===== config.mk =====
export PLATFORM = sky130hd
export DESIGN_NAME = prf_free_list
export DESIGN_NICKNAME = d
export VERILOG_FILES = /design/src/rtl/prf_free_list_pkg.sv /design/src/rtl/prf_free_list_arch_map.sv /design/src/rtl/prf_free_list.sv
export SDC_FILE = /design/constraint.sdc
export NUM_CORES = 2
export LEC_CHECK = 0
export CORE_MARGIN = 2
export CORE_UTILIZATION = 25
export DETAILED_ROUTE_END_ITERATION = 6
export HOLD_SLACK_MARGIN = 0.15
export PLACE_DENSITY = 0.47
export SYNTH_ARGS = -nofsm -noshare
export SYNTH_HDL_FRONTEND = slang
export SYNTH_HIERARCHICAL = 1
export SYNTH_SLANG_ARGS = --single-unit

===== constraint.sdc =====
create_clock -name clock -period 10.98 [get_ports clock]
set_input_delay 2.745 -clock clock [delete_from_list [all_inputs] [get_ports clock]]
set_output_delay 2.745 -clock clock [all_outputs]
set_load 0.01 [all_outputs]

===== src/rtl/prf_free_list_pkg.sv =====
// Shared types and helpers for the rename / retirement slice.
//   NUM_WAYS, NUM_PRF, NUM_REGS : default machine geometry
//   FL_DEPTH                    : free-list depth (physical minus architectural)
//   prn_t / arn_t               : physical / architectural register numbers
//   rob_entry_t                 : ROB payload seen at commit
//   popcount()                  : set-bit count of a way mask (up to 32 ways)
package prf_free_list_pkg;

    localparam int NUM_WAYS = 3;
    localparam int NUM_PRF  = 64;
    localparam int NUM_REGS = 32;
    localparam int FL_DEPTH = NUM_PRF - NUM_REGS;
    localparam int PRN_W    = $clog2(NUM_PRF);
    localparam int ARN_W    = $clog2(NUM_REGS);

    typedef logic [PRN_W-1:0] prn_t;
    typedef logic [ARN_W-1:0] arn_t;

    typedef struct packed {
        logic valid;
        logic wr_reg;
        arn_t arn;
        prn_t prn;
    } rob_entry_t;

    function automatic int unsigned popcount(input logic [31:0] mask);
        int unsigned cnt;
        cnt = 0;
        for (int i = 0; i < 32; i++) begin
            cnt = cnt + 32'(mask[i]);
        end
        return cnt;
    endfunction

endpackage


===== src/rtl/prf_free_list_arch_map.sv =====
// Retirement (architectural) register map.
//   clock, reset     : rising-edge clock, asynchronous active-low reset
//   wr_en/arn/prn    : WAYS ordered write ports, way 0 oldest
//   old_prn          : mapping each way supersedes, with same-cycle bypass
//   arch_map_out     : registered map, REGS entries
module prf_free_list_arch_map #(
    parameter int WAYS = 3,
    parameter int PRF  = 64,
    parameter int REGS = 32
) (
    input  logic                                clock,
    input  logic                                reset,
    input  logic [WAYS-1:0]                     wr_en,
    input  logic [WAYS-1:0][$clog2(REGS)-1:0]   wr_arn,
    input  logic [WAYS-1:0][$clog2(PRF)-1:0]    wr_prn,
    output logic [WAYS-1:0][$clog2(PRF)-1:0]    old_prn,
    output logic [REGS-1:0][$clog2(PRF)-1:0]    arch_map_out
);

    localparam int PW = $clog2(PRF);

    logic [REGS-1:0][PW-1:0] map_q;

    // A later way writing the same ARN supersedes the earlier way's PRN, not
    // the stale registered one; scanning upward leaves the newest match.
    always_comb begin
        old_prn = '0;
        for (int j = 0; j < WAYS; j++) begin
            old_prn[j] = map_q[wr_arn[j]];
            for (int k = 0; k < j; k++) begin
                if (wr_en[k] && (wr_arn[k] == wr_arn[j])) begin
                    old_prn[j] = wr_prn[k];
                end
            end
        end
    end

    // Ways are written in order so the youngest same-ARN write lands last.
    always_ff @(posedge clock or negedge reset) begin
        if (!reset) begin
            for (int i = 0; i < REGS; i++) begin
                map_q[i] <= PW'(i);
            end
        end else begin
            for (int j = 0; j < WAYS; j++) begin
                if (wr_en[j]) begin
                    map_q[wr_arn[j]] <= wr_prn[j];
                end
            end
        end
    end

    assign arch_map_out = map_q;

endmodule


===== src/rtl/prf_free_list.sv =====
// Physical-register free list with retirement map.
//   clock, reset      : rising-edge clock, asynchronous active-low reset
//   alloc_req         : per-way PRN request from dispatch (contiguous from way 0)
//   alloc_PRN         : combinational grant per way
//   num_free          : free entries at start of cycle
//   commit_valid/ARN/PRN : ROB register-writing commits, way 0 oldest
//   rollback          : ROB flush; refills the list, keeps this cycle's commits
//   arch_map_out      : registered architectural map for RAT rebuild
//   error             : sticky protocol-violation flag
module prf_free_list
    import prf_free_list_pkg::*;
#(
    parameter int WAYS = NUM_WAYS,
    parameter int PRF  = NUM_PRF,
    parameter int REGS = NUM_REGS
) (
    input  logic                                clock,
    input  logic                                reset,
    input  logic [WAYS-1:0]                     alloc_req,
    output logic [WAYS-1:0][$clog2(PRF)-1:0]    alloc_PRN,
    output logic [$clog2(PRF-REGS):0]           num_free,
    input  logic [WAYS-1:0]                     commit_valid,
    input  logic [WAYS-1:0][$clog2(REGS)-1:0]   commit_ARN,
    input  logic [WAYS-1:0][$clog2(PRF)-1:0]    commit_PRN,
    input  logic                                rollback,
    output logic [REGS-1:0][$clog2(PRF)-1:0]    arch_map_out,
    output logic                                error
);

    localparam int PW = $clog2(PRF);
    localparam int N  = PRF - REGS;
    localparam int IW = $clog2(N);
    localparam int CW = $clog2(N) + 1;

    // N need not be a power of two, so wrap with a compare-subtract.
    function automatic logic [IW-1:0] wrap_add(input logic [IW-1:0] ptr,
                                               input logic [CW-1:0] inc);
        logic [CW:0] sum;
        sum = (CW+1)'(ptr) + (CW+1)'(inc);
        if (sum >= (CW+1)'(N)) begin
            sum = sum - (CW+1)'(N);
        end
        return IW'(sum);
    endfunction

    logic [N-1:0][PW-1:0]     list_q;
    logic [IW-1:0]            head_q;
    logic [IW-1:0]            tail_q;
    logic [CW-1:0]            count_q;
    logic                     error_q;

    logic [CW-1:0]            n_alloc;
    logic [CW-1:0]            n_alloc_eff;
    logic                     alloc_ok;
    logic [WAYS-1:0]          commit_en;
    logic                     arn_zero_err;
    logic [WAYS-1:0][IW-1:0]  commit_slot;
    logic                     commit_mismatch;
    logic [CW-1:0]            n_free;
    logic [CW-1:0]            count_sum;
    logic [IW-1:0]            tail_next;
    logic [WAYS-1:0][PW-1:0]  old_prn;

    assign num_free = count_q;
    assign error    = error_q;

    always_comb begin
        alloc_PRN = '0;
        for (int i = 0; i < WAYS; i++) begin
            alloc_PRN[i] = list_q[wrap_add(head_q, CW'(i))];
        end
    end

    // An over-request allocates nothing rather than a partial group.
    assign n_alloc     = CW'(popcount(32'(alloc_req)));
    assign alloc_ok    = (n_alloc <= count_q);
    assign n_alloc_eff = alloc_ok ? n_alloc : '0;

    // x0 is never renamed, so a commit to it is dropped and does not consume
    // a list slot; the remaining ways pack into consecutive slots from tail.
    always_comb begin
        commit_en       = '0;
        commit_slot     = '0;
        commit_mismatch = 1'b0;
        n_free          = '0;
        for (int j = 0; j < WAYS; j++) begin
            commit_en[j]   = commit_valid[j] && (commit_ARN[j] != '0);
            commit_slot[j] = wrap_add(tail_q, n_free);
            if (commit_en[j]) begin
                if (commit_PRN[j] != list_q[commit_slot[j]]) begin
                    commit_mismatch = 1'b1;
                end
                n_free = n_free + CW'(1);
            end
        end
    end

    assign arn_zero_err = |(commit_valid & ~commit_en);
    assign count_sum    = count_q - n_alloc_eff + n_free;
    assign tail_next    = wrap_add(tail_q, n_free);

    prf_free_list_arch_map #(
        .WAYS (WAYS),
        .PRF  (PRF),
        .REGS (REGS)
    ) u_arch_map (
        .clock        (clock),
        .reset        (reset),
        .wr_en        (commit_en),
        .wr_arn       (commit_ARN),
        .wr_prn       (commit_PRN),
        .old_prn      (old_prn),
        .arch_map_out (arch_map_out)
    );

    // On rollback every in-flight PRN still sits in [tail, head), so moving
    // head back to the new tail returns them all to the free pool.
    always_ff @(posedge clock or negedge reset) begin
        if (!reset) begin
            for (int k = 0; k < N; k++) begin
                list_q[k] <= PW'(REGS + k);
            end
            head_q  <= '0;
            tail_q  <= '0;
            count_q <= CW'(N);
            error_q <= 1'b0;
        end else begin
            for (int j = 0; j < WAYS; j++) begin
                if (commit_en[j]) begin
                    list_q[commit_slot[j]] <= old_prn[j];
                end
            end
            tail_q <= tail_next;
            if (rollback) begin
                head_q  <= tail_next;
                count_q <= CW'(N);
            end else begin
                head_q  <= wrap_add(head_q, n_alloc_eff);
                count_q <= count_sum;
            end
            if (!alloc_ok || commit_mismatch || arn_zero_err ||
                (!rollback && (count_sum > CW'(N)))) begin
                error_q <= 1'b1;
            end
        end
    end

endmodule


== Word level (Yosys, flattened, before mapping) ==
Index checks and enable logic that the tools add are counted.

* Register bits after elaboration: 401
* Bits in latches: 0
* Memory bits (writable): 0
* Memory bits (read-only): 0
* Input port bits: 42
* Output and inout port bits: 217
* Word-level logic and storage cells: 208
* Memories: 0

* Add/sub/neg operators: 20
* $mul: 0
* Divide/modulo/power cells: 0
* Magnitude comparators: 25
* Equal/unequal tests: 6
* Shift-type cells: 0
* Muxes and demuxes: 65
* Bitwise operators: 2
* Reduce and logical (&&, ||, !) cells: 22

{| class="wikitable"
|+ Operators by type and width
! cell !! number
|-
| $bwmux W192 || 6
|-
| $mux W192 || 6
|-
| $bmux W6 S5 || 9
|-
| $demux W6 S5 || 6
|-
| $mux W6 || 21
|-
| $lt A5 B6 Y1 const B || 9
|-
| $mux W5 || 9
|-
| $sub A5 B1 Y5 const B || 8
|-
| $ge A5 B1 Y1 const B || 6
|-
| $ge A6 B6 Y1 const B || 4
|-
| $ne A6 B6 Y1 || 3
|-
| $eq A5 B5 Y1 || 3
|-
| $reduce_bool A5 Y1 || 3
|-
| $add A5 B6 Y7 || 2
|-
| $ge A7 B6 Y1 const B || 2
|-
| $logic_and A1 B1 Y1 || 13
|-
| $add A6 B1 Y6 const B || 2
|-
| $ge A5 B6 Y1 const B || 2
|-
| $mux W1 || 7
|-
| $add A5 B1 Y6 || 1
|-
| $add A5 B1 Y6 const B || 1
|-
| $add A5 B2 Y6 const B || 1
|-
| $add A5 B3 Y6 || 1
|-
| $add A6 B6 Y6 || 1
|-
| other kinds (11) || 14
|}

== Longest topological paths before layout ==
* Depth after elaboration: 16
* Depth in mapped cells: 20
* Gate-level depth less buffers: 20

== By module ==
Netlist, hierarchy kept.

{| class="wikitable"
|+ By module, submodules not included
! module !! instances !! cells each !! area each (µm²) !! seq. area each (µm²)
|-
| prf_free_list || 1 || 2312 || 22223.8 || 5371.4
|-
| prf_free_list_arch_map || 1 || 1694 || 16986.3 || 4904.7
|}

== Worst setup path after synthesis ==
Ideal clock, no wire load.

* Path kind: input-to-reg
* From: in commit_ARN[5] (netlist name)
* To: reg error_q (netlist: error)
* Setup time: 138 ps
* Arrival: 7160 ps
* Data required time: 10842 ps
* Setup slack: 3681 ps
* Stages: 16
* Buffers on the path: 1
* Path through: or4_1 > nor2_1 > nor2b_1 > clkbuf_1 > ha_1 > ha_1 > fa_1 > xnor2_1 > mux4_1 > nor2b_4 > a2111oi_4 > a2111oi_2 > xnor2_1 > nand4_1 > o31ai_1 > or4b_1

* Cells in the longest elaborated chain, start to end: 14
* Elaborated cells on any way between the ends: 24
* Those cells by class: 4 x add/sub; 2 x order compare; 1 x eq/ne; 8 x mux; 2 x bitwise; 7 x reduce/logical

{| class="wikitable"
|+ RTL lines
! item !! line !! source
|-
| start: declaration || prf_free_list.sv:23 || <nowiki>input logic [WAYS-1:0][$clog2(REGS)-1:0] commit_ARN,</nowiki>
|-
| $reduce_bool A5 Y1 (*) || prf_free_list.sv:87 || <nowiki>commit_en[j] = commit_valid[j] && (commit_ARN[j] != '0);</nowiki>
|-
| $logic_and A1 B1 Y1 (*) || prf_free_list.sv:87 ||
|-
| net commit_en[1] || prf_free_list.sv:55 || <nowiki>logic [WAYS-1:0] commit_en;</nowiki>
|-
| $mux W6 || prf_free_list.sv:89 || <nowiki>if (commit_en[j]) begin</nowiki>
|-
| $add A5 B6 Y7 || prf_free_list.sv:39 || <nowiki>sum = (CW+1)'(ptr) + (CW+1)'(inc);</nowiki>
|-
| $ge A7 B6 Y1 or $sub A5 B1 Y5 (tied branches) || prf_free_list.sv:40, prf_free_list.sv:41 ||
|-
| $mux W5 || prf_free_list.sv:40 || <nowiki>if (sum >= (CW+1)'(N)) begin</nowiki>
|-
| $bmux W6 S5 || prf_free_list.sv:90 || <nowiki>if (commit_PRN[j] != list_q[commit_slot[j]]) begin</nowiki>
|-
| $mux W6 (implied by the code) || prf_free_list.sv:90 ||
|-
| $ne A6 B6 Y1 || prf_free_list.sv:90 ||
|-
| $mux W1 || prf_free_list.sv:90 ||
|-
| $mux W1 || prf_free_list.sv:89 ||
|-
| $logic_or A1 B1 Y1 (2 in a row) || prf_free_list.sv:141 || <nowiki>if (!alloc_ok || commit_mismatch || arn_zero_err ||</nowiki>
|-
| $logic_or A1 B1 Y1 (*) || prf_free_list.sv:141 ||
|-
| end signal: assignment || prf_free_list.sv:126 || <nowiki>error_q <= 1'b0;</nowiki>
|-
| end signal: assignment || prf_free_list.sv:143 || <nowiki>error_q <= 1'b1;</nowiki>
|-
| end: declaration || prf_free_list.sv:50 || <nowiki>logic error_q;</nowiki>
|}

Mark *: on every way through the listed nets, which the timed path passes. The rest lies on a longest branch. The select of a mux whose other input is x is not followed.
A chain may end at the register's enable or synchronous reset.

== Worst setup path after layout ==
* From: in commit_ARN[7] (netlist name)
* To: reg error_q (netlist: error)

* Cells in the longest elaborated chain, start to end: 14
* Elaborated cells on any way between the ends: 24
* Those cells by class: 4 x add/sub; 2 x order compare; 1 x eq/ne; 8 x mux; 2 x bitwise; 7 x reduce/logical

{| class="wikitable"
|+ RTL lines
! item !! line
|-
| $reduce_bool A5 Y1 (*) || prf_free_list.sv:87
|-
| $logic_and A1 B1 Y1 (*) || prf_free_list.sv:87
|-
| $mux W6 || prf_free_list.sv:89
|-
| $add A5 B6 Y7 || prf_free_list.sv:39
|-
| $ge A7 B6 Y1 or $sub A5 B1 Y5 (tied branches) || prf_free_list.sv:40, prf_free_list.sv:41
|-
| $mux W5 || prf_free_list.sv:40
|-
| $bmux W6 S5 || prf_free_list.sv:90
|-
| $mux W6 (implied by the code) || prf_free_list.sv:90
|-
| $ne A6 B6 Y1 || prf_free_list.sv:90
|-
| $mux W1 || prf_free_list.sv:90
|-
| $mux W1 || prf_free_list.sv:89
|-
| $logic_or A1 B1 Y1 (2 in a row) || prf_free_list.sv:141
|-
| $logic_or A1 B1 Y1 (*) || prf_free_list.sv:141
|}

Mark *: on every way between the ends. The rest lies on a longest branch, timed or not. The select of a mux whose other input is x is not followed.

==> out/results.txt <==
outcome = complete, but fails checks
failing checks = DRC
Sink Count = 401
Die Ht = 400 um
Final HPWL DP = 143000 um
first-pass GRT wire length = 292000 um
DRC = 2
fin nets = 4054
Least-Margin Pin Slew = 1410 ps
synthesized cell area = 0.0392 mm2
Worst EP arrival = 8920 ps
Lkg Pwr = 16.2 nW
sequential share of the synthesized area = 26.2%
Peak VDD IR = 252 uV
postcts setup bufs = 0
WL per Instance = 34.4 um
Hold Buf Count CTS = 0
CTS tree = built
Post-Place Cell Area = 0.0434 mm2
GRT Residual Overflow = 0
final clock skew = 63.3 ps
violation count after the first detailed-routing iteration = 5493
worst-path cell chain = clkdlybuf4s50_1 -> or4_1 -> nor2_1 -> nor2b_1 -> ha_1 -> ha_4 -> fa_2 -> buf_4 -> mux4_2 -> nor3_1 -> a21o_1 -> a2111oi_2 -> xnor2_1 -> nand4_1 -> o31ai_1 -> or4b_1
Worst Path Required = 11480 ps
Post-DRT Antenna Nets = 0
DR vias/cell = 6.18
I/O Buffers = 258
asr flop ratio synth = 100%
Syn Inst Count = 4006
Slew Viols, Final = 0
Fin. Hold Viols = 0
DR pass1 iterations = 7
fillcell total = 16200
Seq cells post-synth = 401
layout cell share with drive strength beyond 1 = 26.8%
routability congestion estimate = 1.00
IO Pins = 259
CTS resizes = 0
Crit Path Category = in -> reg
Vias = 37600
delay-heaviest family, CP = simple AND/OR/NAND/NOR gates
area delta synth->final = 15.0%
Detailed Route WL = 209000 um
Synth Net Count = 4076
die width = 400 um
number of global-route vias before repair = 35600
Reg clk slew, reported paths = 60 ps
overall fraction of global-route tracks in use = 25.6%
Crit-path slowest cell = fa_2
mean area per synthesized cell = 9.79 um2
Max-Cap Viols = 0
RSZ-0062 raised after global routing = false
period utilisation layout = 76.7%
worst-skew pair later-pin latency = 690 ps
area of the die = 0.160 mm2
initial antenna violation count = 9
CTS max path bufs = 3
clock buffer count from CTS = 54
Multi-input gate area = 0.0272 mm2
CP peak stage delay = 1030 ps
pin count of the biggest net entering global routing = 140
Post-synth EDFFs = 0
startpoint types = input pin
fmax = 0.119 GHz
post-route cell area = 0.0451 mm2
Power per Cell Area = 310 mW/mm2
library cells used by synthesis = 86
Slew headroom = 6.00%
Core ar. = 0.156 mm2
Initial Util = 25.1%
CP endpoint kind = flop
most common flop cell mapped by yosys = dfrtp_1
critical path buffer and inverter count = 2
final setup vio count = 0
std cell rows = 145
Root Driver = clkbuf_16
CTS H-tree lvls = 2
Reg area = 0.0103 mm2
yosys warns = 6
worst hold path type = reg -> reg
Setup TNS = 0 ps
minimum clock period = 8420 ps
worst-path maximum fanout = 31
==> power by group <==
group | total, mW | internal [mW] | switching, mW
combinational | 8.28 | 4.03 | 4.25
clock | 1.81 | 1.02 | 0.788
sequential | 3.91 | 2.23 | 1.68
total | 14.0 | 7.27 | 6.72
==> routing by layer <==
| metal | track usage (%) | share of wire [%] |
|---|---|---|
| met4 | 11.5 | 5.1 |
| met1 | 34.9 | 41 |
| met2 | 37.5 | 43 |
| met3 | 7.16 | 12 |
| met5 | 0.545 | 0.074 |
==> state kept, by name, summed over array words and instances, names as in the netlist <==
name	count
list_q	192
u_arch_map/arch_map_out	192
num_free	6
head_q	5
tail_q	5
error	1
==> cells in the mapped netlist, drive strengths merged, types with 8 or more instances <==
cell	n	area, um2
a211oi	78	586
a21o	83	623
a21oi	303	1520
a22oi	65	488
and3	17	106
and3b	9	78.8
buf	172	887
clkbuf	256	976
dfrtp	208	5200
dfstp	193	5070
ha	22	275
inv	30	113
mux2	193	2170
mux2i	349	3490
mux4	422	9520
nand2	498	1870
nand3	113	571
nand3b	9	67.6
nand4	19	119
nor2	300	1230
nor2b	15	101
nor3	15	91.3
nor3b	9	118
nor4	16	100
o21ai	400	2000
o22ai	47	294
o31ai	8	85.1
or3	8	50.1
xnor2	28	245
xor2	31	279
==> per-stage QoR <==
step | cells | worst slack (ps) | utilization [%] | power, mW | hold WS (ps)
6_report | 6092 | 2560 | 28.9 | 14.0 | 670
5_1_grt | 6087 | 2330 | 28.9 | 14.5 | 724
3_5_place_dp | 5986 | 1940 | 27.8 | 11.9 | 663
3_3_place_gp | 5986 | 2080 | 27.8 | 11.9 | 651
4_1_cts | 6087 | 2580 | 28.9 | 13.8 | 675
2_1_floorplan | 4006 | 3680 | - | 8.33 | 545
==> worst min-delay path, cell delays in order, from the launching register on <==
cell and delay, ps:
dfstp_2 400, nand2_1 60, nand3_1 70, o21ai_0 60, o21ai_0 70
==> cell type report <==
type                       instances  share of cell area [%]
multi-input combinational       3147                    60.2
tap                             2058                    5.71
inverter                          30                   0.250
clock inverter                    16                   0.300
clock buffer                      85                    3.54
timing repair buffer             350                    7.12
antenna                            5                  0.0277
sequential                       401                    22.8
==> cell usage in the layout, fill, tap and decap left out, types with 13 or more instances in the layout <==
master | synthesis | final
nand2_1 | 497 | 497
buf_2 | 82 | 20
nand3_1 | 112 | 112
nor2_2 | 20 | 20
mux2i_1 | 349 | 349
dfstp_2 | 193 | 193
a211oi_1 | 78 | 78
inv_1 | 30 | 30
a22oi_1 | 65 | 65
a21o_1 | 83 | 83
o21ai_0 | 391 | 391
xor2_1 | 30 | 28
clkdlybuf4s50_1 | 0 | 234
clkbuf_8 | 1 | 13
o22ai_1 | 47 | 47
ha_1 | 22 | 18
xnor2_1 | 28 | 24
mux2_2 | 191 | 191
clkbuf_1 | 251 | 18
buf_4 | 17 | 91
nor2_1 | 273 | 273
clkbuf_16 | 0 | 54
a21oi_1 | 303 | 299
nor2b_1 | 14 | 14
dfrtp_1 | 208 | 204
nor4_1 | 16 | 16
nand4_1 | 19 | 19
mux4_2 | 418 | 418
and3_1 | 17 | 17
==> worst paths after layout <==
path | end | startpoint | cells past startpoint | slack, ps
min in group asynchronous | list_q[158] | reset | 1 | 2050
worst max register to register | error | tail_q[1] | 11 | 6120
worst min register to register | list_q[122] | list_q[122] | 4 | 670
worst max-delay path | error | commit_ARN[7] | 16 | 2560
max in group asynchronous | u_arch_map/arch_map_out[132] | reset | 3 | 6970
worst min-delay path | list_q[122] | list_q[122] | 4 | 670
==> logic make-up (layout without fill, tap and decap cells) <==
family	Yosys count	in the layout	synth area share, %
and+or+nand+nor	1071	1071	12.5
DFF	401	401	26.2
AOI/OAI and AO/OA	1025	1025	15.2
other	0	5	0
adders and majority gates	28	28	1.01
buffers and inverters	458	481	5.04
xor gates and xnor gates	59	59	1.34
muxes	964	964	38.7
(Power assumes the default switching activity.)
